File: src/rtl/utils_pkg.sv
// utils_pkg: shared types and helpers for the nox reset/boot sequencer.
// The state enum lives here so that debug decode of state_o (in the top
// level and in benches) uses the same codes as the sequencer itself.
package utils_pkg;

    // Sequencer state codes; these values appear unchanged on state_o.
    typedef enum logic [2:0] {
        PLL_RST   = 3'd0,
        WAIT_LOCK = 3'd1,
        HOLD      = 3'd2,
        RELEASE   = 3'd3,
        RUN       = 3'd4
    } rst_seq_st_t;

    // Ceiling of the saturating relock counter.
    localparam logic [7:0] RELOCK_MAX = 8'hFF;

    // Larger of two unsigned values, used to size the shared counter.
    function automatic int unsigned max_u(input int unsigned a, input int unsigned b);
        return (a > b) ? a : b;
    endfunction

endpackage

File: src/rtl/nox_sync_ff.sv
// nox_sync_ff: STAGES-deep synchronizer for one asynchronous level input.
// Asynchronous active-low reset clears every stage to 0. The register
// vector carries ASYNC_REG so placement keeps the stages together and
// timing treats the first stage as the asynchronous capture point.
module nox_sync_ff #(
    parameter int unsigned STAGES = 2
) (
    input  logic clk,
    input  logic arst_n,
    input  logic d,
    output logic q
);

    (* ASYNC_REG = "TRUE" *) logic [STAGES-1:0] sync_q;

    // Shift the raw input through the synchronizer chain.
    always_ff @(posedge clk or negedge arst_n) begin
        if (!arst_n) begin
            sync_q <= '0;
        end else begin
            sync_q <= {sync_q[STAGES-2:0], d};
        end
    end

    assign q = sync_q[STAGES-1];

endmodule

File: src/rtl/nox_rst_seq.sv
// nox_rst_seq: reset/boot sequencer between the board PLL and the nox core.
// Runs on the free-running board clock so it keeps working while the PLL
// is unlocked. Order guaranteed: PLL reset pulse, wait for lock, lock
// stability window, core reset release, fetch delay, start_fetch.
//
// Valid/ready: no handshakes here; every output is a level, registered
// and decoded from the next state so it changes on the same edge as
// state_o.
//
// Optional button debounce: define NOX_RST_SEQ_DEBOUNCE_EN. Without it the
// rising edge of the synchronized button is the reset event directly.
module nox_rst_seq
    import utils_pkg::*;
#(
    parameter int unsigned SYNC_STAGES        = 2,
    parameter int unsigned PLL_RST_CYCLES     = 8,
    parameter int unsigned LOCK_TIMEOUT       = 1000000,
    parameter int unsigned LOCK_STABLE_CYCLES = 1024,
    parameter int unsigned FETCH_DELAY        = 16,
    parameter int unsigned DEBOUNCE_CYCLES    = 65536
) (
    input  logic       clk,
    input  logic       arst_n,
    input  logic       pll_locked_i,
    input  logic       btn_rst_i,
    output logic       pll_rst_o,
    output logic       rst_cpu_o,
    output logic       start_fetch_o,
    output logic [2:0] state_o,
    output logic [7:0] relock_cnt_o
);

    // One counter serves every timed state; sized for the longest window.
    localparam int unsigned CNT_MAX = max_u(max_u(PLL_RST_CYCLES, LOCK_TIMEOUT),
                                            max_u(LOCK_STABLE_CYCLES, FETCH_DELAY));
    localparam int unsigned CNT_W   = $clog2(CNT_MAX) + 1;

    // A state lasting N cycles leaves when the counter shows N-1.
    localparam logic [CNT_W-1:0] PLL_RST_LAST = CNT_W'(PLL_RST_CYCLES - 1);
    localparam logic [CNT_W-1:0] TIMEOUT_LAST = CNT_W'(LOCK_TIMEOUT - 1);
    localparam logic [CNT_W-1:0] STABLE_LAST  = CNT_W'(LOCK_STABLE_CYCLES - 1);
    localparam logic [CNT_W-1:0] FETCH_LAST   = CNT_W'(FETCH_DELAY - 1);
    localparam logic [CNT_W-1:0] CNT_SAT      = '1;

    rst_seq_st_t      state_q;
    rst_seq_st_t      state_d;
    logic [CNT_W-1:0] cnt_q;
    logic [CNT_W-1:0] cnt_d;
    logic             pll_rst_d;
    logic             rst_cpu_d;
    logic             start_fetch_d;
    logic [7:0]       relock_d;
    logic             relock_inc;

    logic             lock_s;
    logic             btn_s;
    logic             btn_evt;

    nox_sync_ff #(
        .STAGES (SYNC_STAGES)
    ) u_sync_lock (
        .clk    (clk),
        .arst_n (arst_n),
        .d      (pll_locked_i),
        .q      (lock_s)
    );

    nox_sync_ff #(
        .STAGES (SYNC_STAGES)
    ) u_sync_btn (
        .clk    (clk),
        .arst_n (arst_n),
        .d      (btn_rst_i),
        .q      (btn_s)
    );

`ifdef NOX_RST_SEQ_DEBOUNCE_EN
    // db_level_q is the accepted button level; the button only counts as
    // pressed after btn_s has differed from it for DEBOUNCE_CYCLES cycles,
    // and only re-arms after the same window of btn_s=0.
    localparam int unsigned     DB_W    = $clog2(DEBOUNCE_CYCLES) + 1;
    localparam logic [DB_W-1:0] DB_LAST = DB_W'(DEBOUNCE_CYCLES - 1);

    logic [DB_W-1:0] db_cnt_q;
    logic            db_level_q;
    logic            db_flip;

    assign db_flip = (btn_s != db_level_q) && (db_cnt_q == DB_LAST);
    assign btn_evt = db_flip && btn_s;

    // Count how long btn_s has disagreed with the accepted level.
    always_ff @(posedge clk or negedge arst_n) begin
        if (!arst_n) begin
            db_cnt_q   <= '0;
            db_level_q <= 1'b0;
        end else begin
            if ((btn_s == db_level_q) || db_flip) begin
                db_cnt_q <= '0;
            end else begin
                db_cnt_q <= db_cnt_q + DB_W'(1);
            end
            if (db_flip) begin
                db_level_q <= btn_s;
            end
        end
    end
`else
    // The debounce window has no effect in this build.
    localparam int unsigned unused_debounce_cycles = DEBOUNCE_CYCLES;

    logic btn_q;

    // Remember the previous synchronized button level for edge detection.
    always_ff @(posedge clk or negedge arst_n) begin
        if (!arst_n) begin
            btn_q <= 1'b0;
        end else begin
            btn_q <= btn_s;
        end
    end

    assign btn_evt = btn_s && !btn_q;
`endif

    // Next state, shared counter, and output decode from the next state.
    // Priority: button event, then lock loss, then counter expiry.
    always_comb begin
        state_d    = state_q;
        relock_inc = 1'b0;

        if (btn_evt && (state_q != PLL_RST)) begin
            state_d = PLL_RST;
        end else begin
            case (state_q)
                PLL_RST: begin
                    if (cnt_q == PLL_RST_LAST) begin
                        state_d = WAIT_LOCK;
                    end
                end
                WAIT_LOCK: begin
                    if (lock_s) begin
                        state_d = HOLD;
                    end else if (cnt_q == TIMEOUT_LAST) begin
                        state_d = PLL_RST;
                    end
                end
                HOLD: begin
                    // A lock glitch before the core is released is not a relock.
                    if (!lock_s) begin
                        state_d = WAIT_LOCK;
                    end else if (cnt_q == STABLE_LAST) begin
                        state_d = RELEASE;
                    end
                end
                RELEASE: begin
                    if (!lock_s) begin
                        state_d    = WAIT_LOCK;
                        relock_inc = 1'b1;
                    end else if (cnt_q == FETCH_LAST) begin
                        state_d = RUN;
                    end
                end
                RUN: begin
                    if (!lock_s) begin
                        state_d    = WAIT_LOCK;
                        relock_inc = 1'b1;
                    end
                end
                default: begin
                    state_d = PLL_RST;
                end
            endcase
        end

        // Cleared on every state entry; parks at all-ones in RUN.
        if (state_d != state_q) begin
            cnt_d = '0;
        end else if (cnt_q != CNT_SAT) begin
            cnt_d = cnt_q + CNT_W'(1);
        end else begin
            cnt_d = cnt_q;
        end

        pll_rst_d     = (state_d == PLL_RST);
        rst_cpu_d     = !((state_d == RELEASE) || (state_d == RUN));
        start_fetch_d = (state_d == RUN);

        if (relock_inc && (relock_cnt_o != RELOCK_MAX)) begin
            relock_d = relock_cnt_o + 8'd1;
        end else begin
            relock_d = relock_cnt_o;
        end
    end

    // State, counter and registered outputs.
    always_ff @(posedge clk or negedge arst_n) begin
        if (!arst_n) begin
            state_q       <= PLL_RST;
            cnt_q         <= '0;
            pll_rst_o     <= 1'b1;
            rst_cpu_o     <= 1'b1;
            start_fetch_o <= 1'b0;
            relock_cnt_o  <= 8'd0;
        end else begin
            state_q       <= state_d;
            cnt_q         <= cnt_d;
            pll_rst_o     <= pll_rst_d;
            rst_cpu_o     <= rst_cpu_d;
            start_fetch_o <= start_fetch_d;
            relock_cnt_o  <= relock_d;
        end
    end

    assign state_o = state_q;

endmodule

File: config.mk
export PLATFORM = sky130hd
export DESIGN_NAME = nox_rst_seq
export DESIGN_NICKNAME = d
export VERILOG_FILES = /design/src/rtl/utils_pkg.sv /design/src/rtl/nox_sync_ff.sv /design/src/rtl/nox_rst_seq.sv
export SDC_FILE = /design/constraint.sdc
export NUM_CORES = 1
export LEC_CHECK = 0
export CAP_MARGIN = 20
export CORE_MARGIN = 5
export CORE_UTILIZATION = 30
export DETAILED_ROUTE_END_ITERATION = 10
export GPL_TIMING_DRIVEN = 0
export PLACE_DENSITY = 0.53
export SYNTH_ARGS = -nofsm -noshare
export SYNTH_HDL_FRONTEND = slang
export SYNTH_SLANG_ARGS = --single-unit
File: constraint.sdc
create_clock -name clk -period 2.24 [get_ports clk]
set_input_delay 0.448 -clock clk [delete_from_list [all_inputs] [get_ports clk]]
set_output_delay 0.448 -clock clk [all_outputs]
set_load 0.01 [all_outputs]
# Word level (Yosys, flattened, before mapping)
# Index checks and enable logic that the tools add are counted.
# classes
n_addsub,2
eq_ne,13
muxes,15
reduce_logical,11
# ops
operator,n
$mux 21,2
$mux 3,9
$add 21x1->21 const B,1
$eq 21x10->1 const B,1
$eq 21x20->1 const B,1
$eq 21x3->1 const B,1
$eq 21x4->1 const B,1
$ne 21x21->1 const B,1
$pmux 3 s5,1
$eq 3x2->1 const B,3
$add 8x1->8 const B,1
$ne 8x8->1 const B,1
$eq 3x3->1 const B,2
$logic_not 3->1,2
$eq 3x1->1 const B,1
$logic_and 1x1->1,3
$mux 1,3
$ne 3x3->1,1
$reduce_bool 3->1,1
$logic_not 1->1,2
$reduce_bool 2->1,1
$reduce_or 2->1,1
$logic_or 1x1->1,1
# word_totals
register_bits,40
in_bits,4
out_inout_bits,14
wordCells,50

# Logic depth before layout (Yosys ltp)
# logic_depth
word_depth,8
ltp_mapped,8

# Modules after synthesis
# A second synthesis with hierarchy kept.
# hier_totals
hier_cells,207
hier_area_um2,2052.0
# by_module_without_submodules
module,n_inst,cells_each,area_each_um2,seq_area_each_um2
nox_rst_seq,1,203,1951.9,903.4
nox_sync_ff,2,2,50.0,50.0

# Least setup slack after synthesis
# Ideal clock, no wire load.
# synth_path
path_kind,flip-flop to flip-flop
startpoint,register cnt_q[0]
endpoint,register cnt_q[0]
arrival_ns,1.929
t_required_ns,2.153
path_slack_ns,0.225
stages_incl_launch_ff,9
n_path_buf,1
synth_period_minus_slack_ns,2.015
cell_sequence,dfrtp_1 -> ha_1 -> nor4bb_1 -> and4_4 -> o21ba_2 -> o311a_1 -> a21o_1 -> buf_6 -> a211oi_2
# synth_between
elab_chain_len,7
word_cells_on_any_way,19
classes_between,1 x add/sub; 6 x eq/ne; 11 x mux; 1 x reduce/logical
# synth_rtl
element,line,source
from (decl),nox_rst_seq.sv:47,logic [CNT_W-1:0] cnt_q;
from (signal assigned),nox_rst_seq.sv:206,cnt_q <= cnt_d;
$eq 21x4->1 (tied with other cells),nox_rst_seq.sv:159,end else if (cnt_q == FETCH_LAST) begin
$mux 3 (on tied branches),"nox_rst_seq.sv:159, nox_rst_seq.sv:143, nox_rst_seq.sv:151",
$mux 3 (on tied branches),"nox_rst_seq.sv:156, nox_rst_seq.sv:141, nox_rst_seq.sv:149",
$pmux 3 s5,nox_rst_seq.sv:134,case (state_q)
$mux 3,nox_rst_seq.sv:131,if (btn_evt && (state_q != PLL_RST)) begin
$ne 3x3->1,nox_rst_seq.sv:176,if (state_d != state_q) begin
$mux 21 / $reduce_bool 2->1 (equally long branches),--,
# Several ways; a longest one is shown, not always the timed one. The select of a mux whose other input is x is not followed.
# A chain may end at the register's enable or synchronous reset.

# Worst setup path in the final report
# Ends and elaborated chain as after synthesis.

==> metrics.cfg <==
[status]
outcome = complete, no violations

[logic_synthesis]
synth_fp_nets = 213
netlist_instances = 207
syn_area_per_cell_sq_um = 10.9
ys_types = 49
synth_area_sq_um = 2260
yosysWarnings = 0
yosys_register_bits = 40
synth_edf_count = 0
synthFlopType = dfrtp_1
synthArstFlopShare = 1.00
yosysSeqAreaShare = 0.443

[die]
rows = 31
dieArea_sq_um = 9380
coreArea_sq_um = 7290
die_w_um = 96.9
start_util = 0.310
io-pin-count = 18
die_h_um = 96.9

[global_route]
grt_pass1_vias = 1746
track_usage = 0.110
gr-total-overflow = 0
antenna_found_initial = 0
grt_max_degree = 23
grt_first_pass_wirelength_mm = 8.60

[placement]
dp_slack_ns = -0.0321
dp_hpwl_mm = 3.53
dpl.cell_count = 324
gp_congestion = 0.823
io_buffer_count = 17

[drt]
drt_iter0_markers = 64
vias = 1700
detail_route.drc_violations = 0
drt.antenna.violating_nets = 0
wirelength_mm = 5.01
wl_per_cell_um = 14.6
firstDrtPassIters = 4
avgViaCountPerCell = 4.96

[worst_setup_path]
crit_type = register to register
cp_max_fo = 10
crit_slowest_cell = dfrtp_1
max_stage_delay_ns = 0.41
rrSetupSlack_ns = 0.08
crit_family = compound AO/OA/AOI/OAI gates
cp.buffers_inverters = 1
crit_chain = ha_2, nor4bb_1, and4_4, o21ba_2, o311a_1, a21o_1, buf_6, a211oi_2
crit_required_ns = 2.45
critPathArrivalTime_ns = 2.37
crit_path_start_kind = register
worst_setup_path_end_kind = register

[pwr]
power_density_nw_per_um2 = 796
ir_worst_vdd_mv = 0.326
p_leak_nw = 1.12
finalPower_mw = 2.25

[cells_and_area]
nNetsFinal = 249
final_layout_size_suffix_gt1_frac = 0.279
stdcell_count = 343
post-route-util = 0.387
syn_to_final_growth_pct = 24.7
antenna_cells = 0

[clock_tree]
clk_pin_slew_ns = 0.08
root_buffer = clkbuf_8
cts_buffers = 5
cts_tree = built
cts.htree.levels = 2
clk_path_buf_depth = 2
hold_buffers = 0
cts_sinks = 40
clock_latency_ns = 0.30

[sta]
relSlewSlack = 0.673
tightestPinTransition_ns = 0.491
setup_tns_ns = 0
skew_ns = 0.00890
fmax_ghz = 0.463
hold_viol = 0
setup_viol = 0
maxSlewViolCount = 0
layout_setup_ws_ns = 0.0804
fin_crit_sh = 0.964
rsz0062_at_grt = true
min_period_ns = 2.16

[min_path]
hold_class = input port to asynchronous set/reset pin

[flow_run]
max_cap_viol_count = 0

registers in the layout (all words and copies together) (netlist names):
signal and count:
u_sync_lock.sync_q 2, cnt_q 21, u_sync_btn.sync_q 2, rst_cpu_o 1, start_fetch_o 1, btn_q 1, pll_rst_o 1, state_o 3
relock_cnt_o 8
layout make-up:
type / count / area, sq um
Timing Repair Buffer: 29 / 275
Sequential cell: 40 / 1010
Inverter: 8 / 32.5
Clock inverter: 2 / 15.0
Buffer: 6 / 61.3
Fill cell: 752 / 4470
Clock buffer: 6 / 82.6
Multi-Input combinational cell: 153 / 1220
Tap cell: 99 / 124
layer usage:
layer | share of wire | track usage | vias to the layer above
li1 | - | - | 835
met1 | 0.49 | 0.147 | 827
met2 | 0.46 | 0.168 | 29
met3 | 0.036 | 0.0309 | 9
met4 | 0.018 | 0.0421 | 0
met5 | 0 | 0 | -
metrics by stage:
step | cell area [sq um] | hold slack [ns]
6_report | 2820 | 0.104
2_1_floorplan | 2260 | 0.152
4_1_cts | 2700 | 0.113
5_1_grt | 2820 | 0.138
3_5_place_dp | 2580 | 0.336
3_3_place_gp | 2560 | 0.332
final timing paths:
path,startpoint,endpoint,depth (start not counted)
max reg2reg,cnt_q[0]$_DFFE_PN0P_,cnt_q[0]$_DFFE_PN0P_,8
max in group asynchronous,arst_n,rst_cpu_o$_DFF_PN1_,2
max,cnt_q[0]$_DFFE_PN0P_,cnt_q[0]$_DFFE_PN0P_,8
min,arst_n,cnt_q[8]$_DFFE_PN0P_,1
min in group clk,u_sync_lock.sync_q[0]$_DFF_PN0_,u_sync_lock.sync_q[1]$_DFF_PN0_,0
min reg2reg,u_sync_lock.sync_q[0]$_DFF_PN0_,u_sync_lock.sync_q[1]$_DFF_PN0_,0
where the power goes:
part | total (mW) | switching, mW | leakage, nW | internal, mW
Clock | 0.514 | 0.264 | 0.0434 | 0.249
Combinational | 0.838 | 0.464 | 0.552 | 0.374
Sequential | 0.894 | 0.0941 | 0.528 | 0.800
Total | 2.25 | 0.822 | 1.12 | 1.42
kinds of logic (layout without fill, tap and decap cells):
| kind of cell | Yosys count | in the layout | share of synthesized area |
|---|---|---|---|
| compound gates | 45 | 45 | 0.201 |
| xor+xnor | 26 | 26 | 0.101 |
| mux | 2 | 2 | 0.00940 |
| flops | 40 | 40 | 0.443 |
| simple gates | 77 | 77 | 0.194 |
| buf+inv | 14 | 51 | 0.0354 |
| fa+ha+maj | 3 | 3 | 0.0160 |
cell usage after synthesis (2+ instances only):
library cell  instances  area, sq um
nand2b_1              3         18.8
a21o_1                3         22.5
nor3_1                8         40.0
nor4_2                2         25.0
nand2_1              16         60.1
dfrtp_1              38          951
ha_1                  2         25.0
buf_4                 3         22.5
xnor2_1              21          184
dfstp_2               2         52.6
or2_2                 2         12.5
or3_1                 3         18.8
inv_1                 7         26.3
buf_6                 2         22.5
o2111ai_1             3         26.3
and3_1                8         50.1
nor2_1               12         45.0
nand4_1               5         31.3
o21ai_1               2         10.0
a21oi_1               6         30.0
nor4_1                3         18.8
nand3_1               5         25.0
xor2_1                5         43.8
nor2b_1               2         12.5
a211oi_2             18          225
o21ai_0               3         15.0
cell usage in the layout, fill, tap and decap left out, types with 6 or more instances in the layout:
| cell type | count |
|---|---|
| clkbuf_8 | 6 |
| a21oi_1 | 6 |
| buf_4 | 11 |
| nor2_1 | 12 |
| dfrtp_1 | 35 |
| a211oi_2 | 18 |
| xnor2_1 | 21 |
| nand2_1 | 16 |
| clkdlybuf4s50_1 | 16 |
| nor3_1 | 8 |
| inv_1 | 7 |
| and3_1 | 8 |
repair_timing:
item / 4_1_cts / 5_1_grt
resized for setup: 4 / 9
pin swaps: 2 / 6
setup buffers: 1 / 10
endpoints found under the setup margin: 20 / 20
Note: power is estimated with default switching activity, not from simulation.
